$ cat config.mk
export PLATFORM = sky130hd
export DESIGN_NAME = gf_inv_flat
export DESIGN_NICKNAME = d
export VERILOG_FILES = /design/src/rtl/gf_inv_if.sv /design/src/rtl/gf_inv.sv /design/src/flat_wrapper.sv
export SDC_FILE = /design/constraint.sdc
export NUM_CORES = 1
export LEC_CHECK = 0
export CAP_MARGIN = 15
export CORE_ASPECT_RATIO = 0.7
export CORE_MARGIN = 2
export CORE_UTILIZATION = 30
export DETAILED_ROUTE_END_ITERATION = 12
export PLACE_DENSITY_LB_ADDON = 0.12
export SETUP_SLACK_MARGIN = 0.2
export SLEW_MARGIN = 15
export SYNTH_ARGS = -nofsm -noshare
export SYNTH_HDL_FRONTEND = slang
export SYNTH_SLANG_ARGS = --single-unit
$ cat constraint.sdc
create_clock -name clk -period 4.73 [get_ports clk]
set_clock_uncertainty 0.2 [all_clocks]
set_input_delay 0.473 -clock clk [delete_from_list [all_inputs] [get_ports clk]]
set_output_delay 0.473 -clock clk [all_outputs]
set_load 0.03 [all_outputs]
$ cat src/rtl/gf_inv_if.sv
// Request/result bundle for the GF(2^M) inverter: operand in, inverse and status out.
interface gf_inv_if #(
  parameter int M = 3
);
  logic         start;
  logic [M-1:0] A;
  logic [M-1:0] Z;
  logic         busy;
  logic         done;
  logic         zero_err;

  modport master (
    output start, A,
    input  Z, busy, done, zero_err
  );

  modport slave (
    input  start, A,
    output Z, busy, done, zero_err
  );
endinterface

$ cat src/rtl/gf_inv.sv
// Sequential GF(2^M) inverter: Z = A^(2^M-2) by square-and-multiply on one
// bit-serial MSB-first multiplier, one multiplier step per clock.
//
// state | meaning
// IDLE  | waiting for start, outputs hold last result
// SQR   | res <- res*res, one bit of the multiplier per cycle
// MUL   | res <- res*a_r, one bit of the multiplier per cycle
// DONE  | result cycle; start here is accepted as a back-to-back request
module gf_inv #(
  parameter int         M = 3,
  parameter logic [M:0] P = 4'b1101
) (
  input  logic     clk,
  input  logic     reset,
  gf_inv_if.slave  bus
);

  typedef enum logic [1:0] {IDLE, SQR, MUL, DONE} state_t;

  localparam int            CW  = (M > 1) ? $clog2(M) : 1;
  localparam logic [CW-1:0] TOP = CW'(M - 1);

  state_t        state, state_nxt;
  logic [M-1:0]  a_r, res, acc;
  logic [M-1:0]  acc_in, acc_nxt, mul_x, mul_y;
  logic [CW-1:0] j, i;
  logic          accept, last_step, running;

  always_ff @(posedge clk) begin
    if (reset) state <= IDLE;
    else       state <= state_nxt;
  end

  always_comb begin
    state_nxt = state;
    accept    = bus.start && (state == IDLE || state == DONE);
    running   = (state == SQR) || (state == MUL);
    last_step = (j == '0);
    case (state)
      IDLE: if (bus.start) state_nxt = SQR;
      SQR:  if (last_step) state_nxt = (i != '0) ? MUL : DONE;
      MUL:  if (last_step) state_nxt = SQR;
      DONE: state_nxt = bus.start ? SQR : IDLE;
      default: state_nxt = IDLE;
    endcase
  end

  // The first step of every multiply sees a cleared accumulator, so no
  // separate clear cycle is spent between multiplies.
  always_comb begin
    mul_x   = res;
    mul_y   = (state == MUL) ? a_r : res;
    acc_in  = (j == TOP) ? '0 : acc;
    acc_nxt = (acc_in << 1) ^ (acc_in[M-1] ? P[M-1:0] : '0)
              ^ (mul_y[j] ? mul_x : '0);
  end

  always_ff @(posedge clk) begin
    if (reset) begin
      a_r          <= '0;
      res          <= '0;
      acc          <= '0;
      i            <= '0;
      j            <= '0;
      bus.Z        <= '0;
      bus.busy     <= 1'b0;
      bus.done     <= 1'b0;
      bus.zero_err <= 1'b0;
    end else begin
      bus.done <= 1'b0;
      if (accept) begin
        a_r      <= bus.A;
        res      <= M'(1);
        acc      <= '0;
        i        <= TOP;
        j        <= TOP;
        bus.busy <= 1'b1;
      end else if (running) begin
        acc <= acc_nxt;
        if (last_step) begin
          res <= acc_nxt;
          j   <= TOP;
          if (state == MUL) i <= i - 1'b1;
          if (state == SQR && i == '0) begin
            bus.Z        <= acc_nxt;
            bus.done     <= 1'b1;
            bus.busy     <= 1'b0;
            bus.zero_err <= (a_r == '0);
          end
        end else begin
          j <= j - 1'b1;
        end
      end
    end
  end

endmodule

$ cat src/flat_wrapper.sv
// flat-port wrapper written by rule: the top's interface ports become plain ports
module gf_inv_flat 
#(
  parameter int         M = 3,
  parameter logic [M:0] P = 4'b1101
)
  (clk, reset, bus_start, bus_A, bus_Z, bus_busy, bus_done, bus_zero_err);
  gf_inv_if #(.M(M)) bus_i ();
  input  logic clk;
  input  logic reset;
  input wire logic [$bits(bus_i.start)-1:0] bus_start;
  input wire logic [$bits(bus_i.A)-1:0] bus_A;
  output wire logic [$bits(bus_i.Z)-1:0] bus_Z;
  output wire logic [$bits(bus_i.busy)-1:0] bus_busy;
  output wire logic [$bits(bus_i.done)-1:0] bus_done;
  output wire logic [$bits(bus_i.zero_err)-1:0] bus_zero_err;
  assign bus_i.start = bus_start;
  assign bus_i.A = bus_A;
  assign bus_Z = bus_i.Z;
  assign bus_busy = bus_i.busy;
  assign bus_done = bus_i.done;
  assign bus_zero_err = bus_i.zero_err;
  gf_inv #(.M(M), .P(P)) u_core (.clk(clk), .reset(reset), .bus(bus_i));
endmodule
* After elaboration in Yosys (flattened, before gate mapping)
Index checks and enable logic that the tools add are counted.
Operators by class: bitwise gates (word level) 5, multiplexer cells 27, add/subtract/negate cells 2, reduce and logical (&&, ||, !) cells 22, order comparisons 1, equal/unequal tests 7
Operators with widths (number):
- $mux 2 | 10
- $mux 3 | 4
- $reduce_and 3->1 | 4
- $mux 1 | 11
- $reduce_bool 2->1 | 5
- $pmux 2 s4 | 1
- $eq 2x2->1 const B | 3
- $logic_not 2->1 | 3
- $xor 3x3->3 | 2
- $ne 2x1->1 const B | 2
- $reduce_and 2->1 | 2
- $reduce_and 4->1 | 1
- $reduce_or 4->1 | 1
- $sub 2x1->2 const B | 2
- $logic_not 3->1 | 1
- $lt 2x3->1 const B | 1
- $not 1->1 | 3
- $bmux 1 s2 | 1
- $eq 2x1->1 const B | 1
- $logic_and 1x1->1 | 2
- $logic_or 1x1->1 | 2
- $ne 2x2->1 const B | 1
- $reduce_or 2->1 | 1
Word-level totals: bits in registers 21, input port bits 6, output and inout bits 6, word-level logic and storage cells 77

* Longest topological paths before layout
Gate-level depths: netlist of run 1.
depth in word-level cells 9, gate-level depth with buffers 8, gate-level depth less buffers 7

* Least setup slack after synthesis of run 1
Ideal clock, no wire load.
kind flip-flop to flip-flop, start register u_core.state[0], end register u_core.acc[0], path slack 2827 ps, period minus slack after synthesis 1903 ps, cell stages (with the launch flop) 9, data arrival time 1641 ps, required time 4468 ps, setup time 62 ps, path through dfxtp_1 inv_1 ha_1 buf_6 mux2i_2 a221oi_2 o21ai_1 or3_1 nand3_1
Between the ends: word-level cells in the longest chain between the ends 6, elaborated cells between the ends (all ways) 13
Ends and longest elaborated chain:
- start, declared | line gf_inv.sv:23 | state_t state, state_nxt;
- start signal, assigned | line gf_inv.sv:31 | else state <= state_nxt;
- $eq 2x2->1 | line gf_inv.sv:37, gf_inv.sv:52
- $mux 3 | line gf_inv.sv:52 | mul_y = (state == MUL) ? a_r : res;
- $bmux 1 s2 | line gf_inv.sv:55 | ^ (mul_y[j] ? mul_x : '0);
- $mux 1 (implied by the code) | line gf_inv.sv:55
- $mux 3 | line gf_inv.sv:55
- $xor 3x3->3 | line gf_inv.sv:55
- end signal, assigned | line gf_inv.sv:79 | acc <= acc_nxt;
- end, declared | line gf_inv.sv:24 | logic [M-1:0] a_r, res, acc;
Parallel ways exist; a longest one is shown, timed or not. The select of a mux whose other input is x is not followed. A chain may end at the register's enable or synchronous reset.

* Worst setup path after layout of run 1
start register u_core.state[0], end register u_core.bus.Z[0]
Between the ends: word-level cells in the longest chain between the ends 6, elaborated cells between the ends (all ways) 15
Ends and longest elaborated chain:
- $eq 2x2->1 | line gf_inv.sv:37, gf_inv.sv:52
- $mux 3 | line gf_inv.sv:52
- $bmux 1 s2 | line gf_inv.sv:55
- $mux 1 (implied by the code) | line gf_inv.sv:55
- $mux 3 | line gf_inv.sv:55
- $xor 3x3->3 | line gf_inv.sv:55
- end signal, assigned | line gf_inv.sv:85 | bus.Z <= acc_nxt;
- end, declared | line gf_inv_if.sv:19 | output Z, busy, done, zero_err
Parallel ways exist; a longest one is shown, timed or not. The select of a mux whose other input is x is not followed.

==> flow_metrics.env, run 1 <==
export IMPL_cts_tree="done"
export IMPL_cts_htree_levels=1
export IMPL_pre_cts_ws_ns=2.226
export IMPL_gp_congestion=0.8410
export IMPL_viasPerCell=4.939
export IMPL_dp_hpwl_um=1839
export IMPL_worstMarginPinSlew_ns=0.8407
export IMPL_seq_area_sq_um=420.4
export IMPL_worstPathMaxFanout=9
export IMPL_synth_ff_type="dfxtp_1"
export IMPL_min_period_ns=2.332
export IMPL_clkSlewWorstSetupHoldPaths_ns=0.08
export IMPL_hold_viol_final=0
export IMPL_cts_resized=0
export IMPL_setup_viol=0
export IMPL_rows=18
export IMPL_syn_num_nets=149
export IMPL_overflow=0
export IMPL_drt_first_pass_iters=5
export IMPL_antenna_found_initial=0
export IMPL_ys_ff_latch=21
export IMPL_max_slew_margin_rel=0.4378
export IMPL_leakagePower_uw=0.0004695
export IMPL_rsz0062_at_grt="no"
export IMPL_critical_path_arrival_ns=2.23
export IMPL_chipWidth_um=77.96
export IMPL_cts_setup_buffers=0
export IMPL_cts_buffers=3
export IMPL_pin_count=12
export IMPL_insertion_delay_ns=0.26
export IMPL_syn_area_sq_mm=0.001149
export IMPL_yosysUniqueCellTypes=34
export IMPL_core_sq_mm=0.003603
export IMPL_num_antenna_cells=0
export IMPL_layout_drive_gt1_share=0.04795
export IMPL_routed_wl_um=2546
export IMPL_die_h_um=55.77
export IMPL_clk_path_buf_depth=2
export IMPL_fillers=367
export IMPL_root_buffer="clkbuf_8"
export IMPL_power_density_mw_per_mm2=537.9
export IMPL_wl_per_cell_um=12.99
export IMPL_slew_viol_final=0
export IMPL_drtIter0Drc=46
export IMPL_setup_tns_ns=0
export IMPL_avgSynthCellArea_sq_um=8.508
export IMPL_async_reset_ff_frac=0
export IMPL_fin_crit_sh=0.4930
export IMPL_startpoint_type="flip-flop"
export IMPL_fin_ws_ns=2.398
export IMPL_setup_worst_path_class="reg2reg"
export IMPL_grt_pass1_wl_um=4098
export IMPL_cts_sinks=21
export IMPL_status="completed"
export IMPL_fmax_ghz=0.4288
export IMPL_grt_max_degree=24
export IMPL_netlist_instances=135
export IMPL_vias=968
export IMPL_port_buffers=11
export IMPL_syn_to_final_growth_pct=16.99
export IMPL_endpoint_kind="flip-flop"
export IMPL_drv_cap=0
export IMPL_drc_errors=0
export IMPL_ir_drop_uv=240.9
export IMPL_synth_edf_count=0
export IMPL_yosysSeqAreaShare=0.3660
export IMPL_hold_buffers=0
export IMPL_grt_use_total=0.1179
export IMPL_reg2reg_setup_slack_ns=2.40
export IMPL_start_util=0.3188
export IMPL_yosys_warnings=0
export IMPL_grt_pass1_vias=842
export IMPL_hold_path_class="reg2reg"
export IMPL_required_ns=4.63
export IMPL_fin_nets=161
export IMPL_multiInputGateArea_sq_um=679.4
export IMPL_dieArea_sq_mm=0.004348
export IMPL_postRouteAntennaNets=0
==> cell families (layout without fill, tap and decap cells) <==
family          Yosys count  count (layout)  synth area share
simple gates             59              59            0.2538
mux                       6               6           0.05555
fa+ha+maj                 8               8           0.08715
compound gates           25              25            0.1569
buf+inv                  11              22           0.04249
xor+xnor                  5               5           0.03813
flops                    21              21            0.3660
==> layout by cell type (no fill, tap or decap) <==
master           instances
and2_1                   1
o21ai_0                  1
nor3b_1                  1
nand4b_1                 1
a21oi_1                  7
nor2_1                  15
a221o_1                  1
mux2i_1                  5
a211oi_2                 1
o311ai_1                 1
nand3_1                  3
nor2b_1                  4
nand2b_1                 3
o21ai_2                  1
nand3b_1                 5
clkbuf_1                 1
nand2_1                 13
a32oi_1                  1
ha_1                     8
a221oi_2                 1
o21ai_1                  2
nor4_1                   1
clkbuf_8                 3
a211oi_1                 7
o22ai_1                  1
xor2_1                   2
clkdlybuf4s50_1         11
inv_1                    7
dfxtp_1                 21
xnor2_1                  3
or3_1                    1
mux2i_2                  1
nor3_1                  11
o31ai_1                  1
==> registers in the layout, indices dropped and copies added, names as in the netlist <==
signal	flops
u_core.a_r	3
u_core.state	2
u_core.bus.zero_err	1
u_core.bus.done	1
u_core.mul_x	3
u_core.j	2
u_core.acc	3
u_core.bus.busy	1
u_core.i	2
u_core.bus.Z	3
==> per-layer routing <==
layer	up-vias	global-route usage	share of wire
met5	-	0	0
met2	23	0.1638	0.41
met3	2	0.03896	0.044
met1	444	0.1765	0.54
met4	0	0.02256	0.0039
li1	499	-	-
==> path summary, 6_finish.rpt <==
check / to / startpoint / cells past startpoint
worst max-delay path: u_core.bus.Z[0] / u_core.state[0] / 7
worst min register to register: u_core.bus.busy / u_core.bus.busy / 2
worst min-delay path: u_core.bus.busy / u_core.bus.busy / 2
worst max register to register: u_core.bus.Z[0] / u_core.state[0] / 7
==> power by group <==
part / internal (uW) / switching, uW
Combinational: 135 / 210
Sequential: 218 / 42.3
Clock: 60.0 / 57.8
Total: 413 / 310
==> area by class of cell <==
class                   count  area share
multi-input cells         103      0.5056
flip-flops and latches     21      0.3128
repair buffers             11     0.08194
well taps                  50     0.04655
clock buffers               4     0.03352
inverters                   7     0.01955
==> synth_stat cells (2+ instances only) <==
master,n,share of area
nor3_1,11,0.048
a21oi_1,7,0.030
mux2i_1,5,0.044
a211oi_1,7,0.046
nor2_1,15,0.049
xor2_1,2,0.015
nand3_1,3,0.013
nand3b_1,5,0.033
inv_1,7,0.023
nand2_1,13,0.042
dfxtp_1,21,0.37
nor2b_1,4,0.022
nand2b_1,3,0.016
ha_1,8,0.087
o21ai_1,2,0.0087
xnor2_1,3,0.023
clkbuf_1,2,0.0065
==> critical path, cell delays in order, from the launching register on <==
cell,delay [ns]
dfxtp_1,0.34
inv_1,0.12
ha_1,0.44
mux2i_2,0.32
a221oi_2,0.09
o21ai_1,0.32
xor2_1,0.25
a211oi_1,0.11
==> through the flow <==
stage / util / instances / hold WS (ns) / cell area (sq um) / power [uW]
after global routing: 0.3729 / 196 / 0.3256 / 1344 / 781.4
after CTS: 0.3729 / 196 / 0.3014 / 1344 / 727.2
after global placement: 0.3604 / 192 / 0.2767 / 1299 / 601.3
after detailed placement: 0.3604 / 192 / 0.2811 / 1299 / 607.1
after floorplan: - / 135 / 0.2618 / 1149 / 518.6
final: 0.3729 / 196 / 0.3005 / 1344 / 722.9
Power figures use the tool's default switching activity.
==> run 2, diff against run 1 <==
- clock period: 4.73 -> 2.2 ns (I/O delays scaled with it)
==> run 2 against run 1 <==
  * Utilization up 3.6 points
  * Clock power up 120%
  * Register-to-register slack lost 2.1 ns
  * Sequential power up 120%
  * Count of clock-buffer cells in the layout is the same
  * Critical path depth did not move
  * Combinational power grew to 2.6 times the previous value
  * Wire length increased by 7.6%
  * Via count rose by 3.6%
  * Non-clock buffer count rose by 10
  * First-iteration DRC count decreased by 39%
  * Critical path type unchanged
==> flow_metrics.env, run 2 (synthesis gave the netlist of run 1 again) <==
export IMPL_wl_met1_um=1354
export IMPL_chipWidth_um=77.96
export IMPL_leakagePower_uw=0.0005260
export IMPL_power_density_mw_per_mm2=1170
export IMPL_switching_power_uw=728.1
export IMPL_fin_crit_sh=0.8764
export IMPL_layout_drive_gt1_share=0.1731
export IMPL_cts_buffers=3
export IMPL_min_path_cells=2
export IMPL_min_period_ns=1.928
export IMPL_met2_length_um=1161
export IMPL_place_area_sq_mm=0.001344
export IMPL_core_sq_mm=0.003603
export IMPL_num_antenna_cells=0
export IMPL_vias=1003
export IMPL_setup_viol=0
export IMPL_stdcell_area_sq_mm=0.001473
export IMPL_rsz0062_at_grt="no"
export IMPL_sw_frac_of_total=0.4224
export IMPL_slew_viol_final=0
export IMPL_start_util=0.3188
export IMPL_power_frac_seq=0.331
export IMPL_worstPathMaxFanout=7
export IMPL_drc_errors=0
export IMPL_multiInputGateArea_sq_um=729.5
export IMPL_fin_ws_ns=0.2719
export IMPL_hold_buffers=0
export IMPL_insertion_delay_ns=0.26
export IMPL_viasPerCell=4.869
export IMPL_cts_tree="done"
export IMPL_pre_cts_ws_ns=-0.03171
export IMPL_grt_pass1_wl_um=4533
export IMPL_ff2ff_path_depth=7
export IMPL_setup_worst_path_class="reg2reg"
export IMPL_root_buffer="clkbuf_8"
export IMPL_wl_per_cell_um=13.30
export IMPL_fillers=366
export IMPL_final_common_cell="dfxtp_1"
export IMPL_clk_path_buf_depth=2
export IMPL_ir_drop_uv=526.3
export IMPL_cts_sinks=21
export IMPL_worstMarginPinSlew_ns=0.3683
export IMPL_max_slew_margin_rel=0.7535
export IMPL_dp_hpwl_um=2015
export IMPL_die_h_um=55.77
export IMPL_pwr_share_clk=0.150
export IMPL_grt_max_degree=13
export IMPL_routed_wl_um=2739
export IMPL_final_core_util=0.4087
export IMPL_pin_count=12
export IMPL_drt_first_pass_iters=4
export IMPL_hold_viol_final=0
export IMPL_syn_to_final_growth_pct=28.21
export IMPL_seq_area_sq_um=424.2
export IMPL_startpoint_type="flip-flop"
export IMPL_fmax_ghz=0.5186
export IMPL_clkSlewWorstSetupHoldPaths_ns=0.08
export IMPL_pwr_share_comb=0.519
export IMPL_wl_met3_um=209
export IMPL_cts_htree_levels=1
export IMPL_top_layer_used="met4"
export IMPL_postRouteAntennaNets=0
export IMPL_p_int_uw=995.5
export IMPL_endpoint_kind="flip-flop"
export IMPL_critical_path_arrival_ns=1.91
export IMPL_final_cell_mix="18 x dfxtp_1, 15 x nor2_1, 13 x nand2_1"
export IMPL_grt_use_total=0.1334
export IMPL_drtIter0Drc=28
export IMPL_required_ns=2.18
export IMPL_overflow=0
export IMPL_port_buffers=11
export IMPL_gp_congestion=0.8419
export IMPL_status="completed"
export IMPL_dieArea_sq_mm=0.004348
export IMPL_rows=18
export IMPL_finalPower_uw=1724
export IMPL_hold_path_class="reg2reg"
export IMPL_antenna_found_initial=0
export IMPL_drv_cap=0
export IMPL_grt_pass1_vias=974
export IMPL_fin_nets=171
## run 2: metal layers
metal | vias up | track usage
met4 | 0 | 0.02506
met2 | 24 | 0.2057
met3 | 2 | 0.05195
met1 | 460 | 0.1784
met5 | - | 0
li1 | 517 | -
## run 2: final timing paths
check / startpoint / to / slack (ns)
hold / removal: u_core.bus.Z[2] / u_core.bus.Z[2] / 0.29
hold reg to reg: u_core.bus.Z[2] / u_core.bus.Z[2] / 0.29
setup reg to reg: u_core.state[0] / u_core.mul_x[0] / 0.27
setup / recovery: u_core.state[0] / u_core.mul_x[0] / 0.27
## run 2: worst max-delay path, stage by stage, from the launching register on
cell and delay, ns:
dfxtp_2 0.34, inv_2 0.06, ha_4 0.19, mux2i_4 0.20, a221oi_2 0.28, o21ai_2 0.15
xor2_2 0.20, a211oi_1 0.22
## run 2: metrics by stage
stage	instances	hold slack [ns]	TNS, ns
3_3_place_gp	198	0.2736	0
3_5_place_dp	198	0.2753	-0.05063
6_report	206	0.2909	0
5_1_grt	206	0.3110	0
4_1_cts	202	0.2932	0
2_1_floorplan	135	0.1560	0
## run 2: cell type report
cell class	count	share of cell area
Tap cell	50	0.04248
Clock buffer	4	0.03059
Sequential cell	21	0.2880
Multi-Input combinational cell	103	0.4953
Timing Repair Buffer	21	0.1257
Inverter	7	0.01784
## run 2: what timing repair did
item                       4_1_cts  5_1_grt
pin swaps                        1        4
setup buffers                    0        4
hold endpoints to repair         0        0
resized for setup                3        9
setup endpoints to repair        9        8
## run 2: power by group through the flow
| stage | logic, uW | registers [uW] | clock network, uW |
|---|---|---|---|
| floorplan | 527 | 588 | 0 |
| global placement | 815 | 564 | 0 |
| detailed placement | 813 | 567 | 0 |
| CTS | 837 | 564 | 270 |
| global route | 993 | 586 | 295 |
| finish | 895 | 570 | 258 |
==> run 3, diff against run 2 <==
--- a/config.mk
+++ b/config.mk
@@ -10,5 +10,6 @@
 export CORE_MARGIN = 2
-export CORE_UTILIZATION = 30
+export CORE_UTILIZATION = 35
 export DETAILED_ROUTE_END_ITERATION = 12
 export PLACE_DENSITY_LB_ADDON = 0.12
+export REMOVE_ABC_BUFFERS = 1
 export SETUP_SLACK_MARGIN = 0.2
==> constraint.sdc (replaced) <==
create_clock -name clk -period 2.2 [get_ports clk]
set_clock_uncertainty 0.2 [all_clocks]
set_input_delay 0.33 -clock clk [delete_from_list [all_inputs] [get_ports clk]]
set_output_delay 0.33 -clock clk [all_outputs]
set_load 0.03 [all_outputs]
==> run 3 against run 2 <==
  * Clock power shrank 3%
  * Combinational power up 5.6%
  * Die area shrank 13%
  * Worst hold slack better by 0.00052 ns
  * First-iteration DRC count grew 57%
  * Sequential power is 0.7% higher
  * Critical endpoint unchanged
==> flow_metrics.env, run 3 (synthesis gave the netlist of run 1 again) <==
export IMPL_drv_cap=0
export IMPL_drtIter0Drc=44
export IMPL_top_layer_used="met4"
export IMPL_hold_viol_final=0
export IMPL_core_sq_mm=0.003148
export IMPL_wl_met1_um=1449
export IMPL_setup_worst_path_class="reg2reg"
export IMPL_grt_max_degree=16
export IMPL_cts_buffers=3
export IMPL_wl_per_cell_um=14.01
export IMPL_postRouteAntennaNets=0
export IMPL_worstPathMaxFanout=8
export IMPL_status="completed"
export IMPL_hold_buffers=0
export IMPL_wl_met3_um=91
export IMPL_cts_tree="done"
export IMPL_min_period_ns=1.915
export IMPL_pin_count=12
export IMPL_insertion_delay_ns=0.26
export IMPL_hold_path_class="reg2reg"
export IMPL_leakagePower_uw=0.0005477
export IMPL_drc_errors=0
export IMPL_vias=1015
export IMPL_cts_htree_levels=1
export IMPL_drt_first_pass_iters=4
export IMPL_clkSlewWorstSetupHoldPaths_ns=0.08
export IMPL_required_ns=2.14
export IMPL_worstMarginPinSlew_ns=0.3250
export IMPL_rsz0062_at_grt="no"
export IMPL_chipWidth_um=72.47
export IMPL_fmax_ghz=0.5221
export IMPL_num_antenna_cells=0
export IMPL_rows=17
export IMPL_slew_viol_final=0
export IMPL_start_util=0.3649
export IMPL_critical_path_arrival_ns=1.85
export IMPL_die_h_um=51.93
export IMPL_final_cell_mix="18 x dfxtp_1, 14 x nor2_1, 13 x nand2_1"
export IMPL_overflow=0
export IMPL_max_slew_margin_rel=0.7830
export IMPL_final_common_cell="dfxtp_1"
export IMPL_grt_use_total=0.1674
export IMPL_ir_drop_uv=693.6
export IMPL_startpoint_type="flip-flop"
export IMPL_setup_tns_ns=0
export IMPL_dp_hpwl_um=1998
export IMPL_viasPerCell=5.179
export IMPL_final_core_util=0.4785
export IMPL_routed_wl_um=2746
export IMPL_gp_congestion=0.8370
export IMPL_cts_sinks=21
export IMPL_layout_drive_gt1_share=0.2152
export IMPL_fin_nets=173
export IMPL_met2_length_um=1193
export IMPL_endpoint_kind="flip-flop"
export IMPL_grt_pass1_wl_um=4767
export IMPL_dieArea_sq_mm=0.003763
export IMPL_setup_viol=0
export IMPL_grt_pass1_vias=1004
export IMPL_syn_to_final_growth_pct=31.15
export IMPL_antenna_found_initial=0
export IMPL_root_buffer="clkbuf_8"
export IMPL_port_buffers=11
export IMPL_fin_crit_sh=0.8706
export IMPL_clk_path_buf_depth=2
export IMPL_power_density_mw_per_mm2=1175
-- run 3: per-layer routing --
layer,global-route usage,vias up
li1,-,523
met1,0.2355,477
met2,0.2584,13
met3,0.04845,2
met4,0.02778,0
met5,0,-
-- run 3: timing repair --
item	in CTS	in global routing
pin swaps	1	7
cloned	0	0
setup endpoints to repair	8	11
buffers inserted	0	3
gates resized for setup	3	14
-- run 3: final timing paths --
path | startpoint | to | slack (ns) | cells after the start
setup / recovery | u_core.state[0] | u_core.mul_x[0] | 0.28 | 7
hold / removal | u_core.bus.Z[2] | u_core.bus.Z[2] | 0.29 | 2
setup reg to reg | u_core.state[0] | u_core.mul_x[0] | 0.28 | 7
hold reg to reg | u_core.bus.Z[2] | u_core.bus.Z[2] | 0.29 | 2
-- run 3: critical path: stages (launching register included) --
cell and delay, ns:
dfxtp_2 0.33, inv_1 0.10, ha_4 0.22, mux2i_4 0.26
a221oi_2 0.08, o21ai_2 0.24, xor2_2 0.25, a211oi_2 0.10
-- run 3: where the power goes --
part	internal (uW)	switching (uW)	total (uW)
registers	473	101	574
clock network	129	122	251
logic	421	523	945
-- run 3: metrics by stage --
| step | cell area [sq um] | hold WS [ns] | worst slack (ns) | cells | total power [uW] |
|---|---|---|---|---|---|
| floorplan | 1126 | 0.1946 | 0.2284 | 131 | 1096 |
| global placement | 1351 | 0.2687 | 0.06119 | 189 | 1401 |
| detailed placement | 1351 | 0.2819 | 0.01775 | 189 | 1409 |
| CTS | 1413 | 0.2985 | 0.2085 | 193 | 1693 |
| global route | 1506 | 0.3250 | 0.1857 | 196 | 1927 |
| finish | 1506 | 0.2914 | 0.2846 | 196 | 1770 |
-- run 3: layout make-up --
class	instances	area, sq um
clock buffers	4	45.04
fillers	306	1642
inverters	7	26.28
multi-input cells	103	763.2
flip-flops and latches	21	424.2
well taps	38	47.55
repair buffers	23	200.2
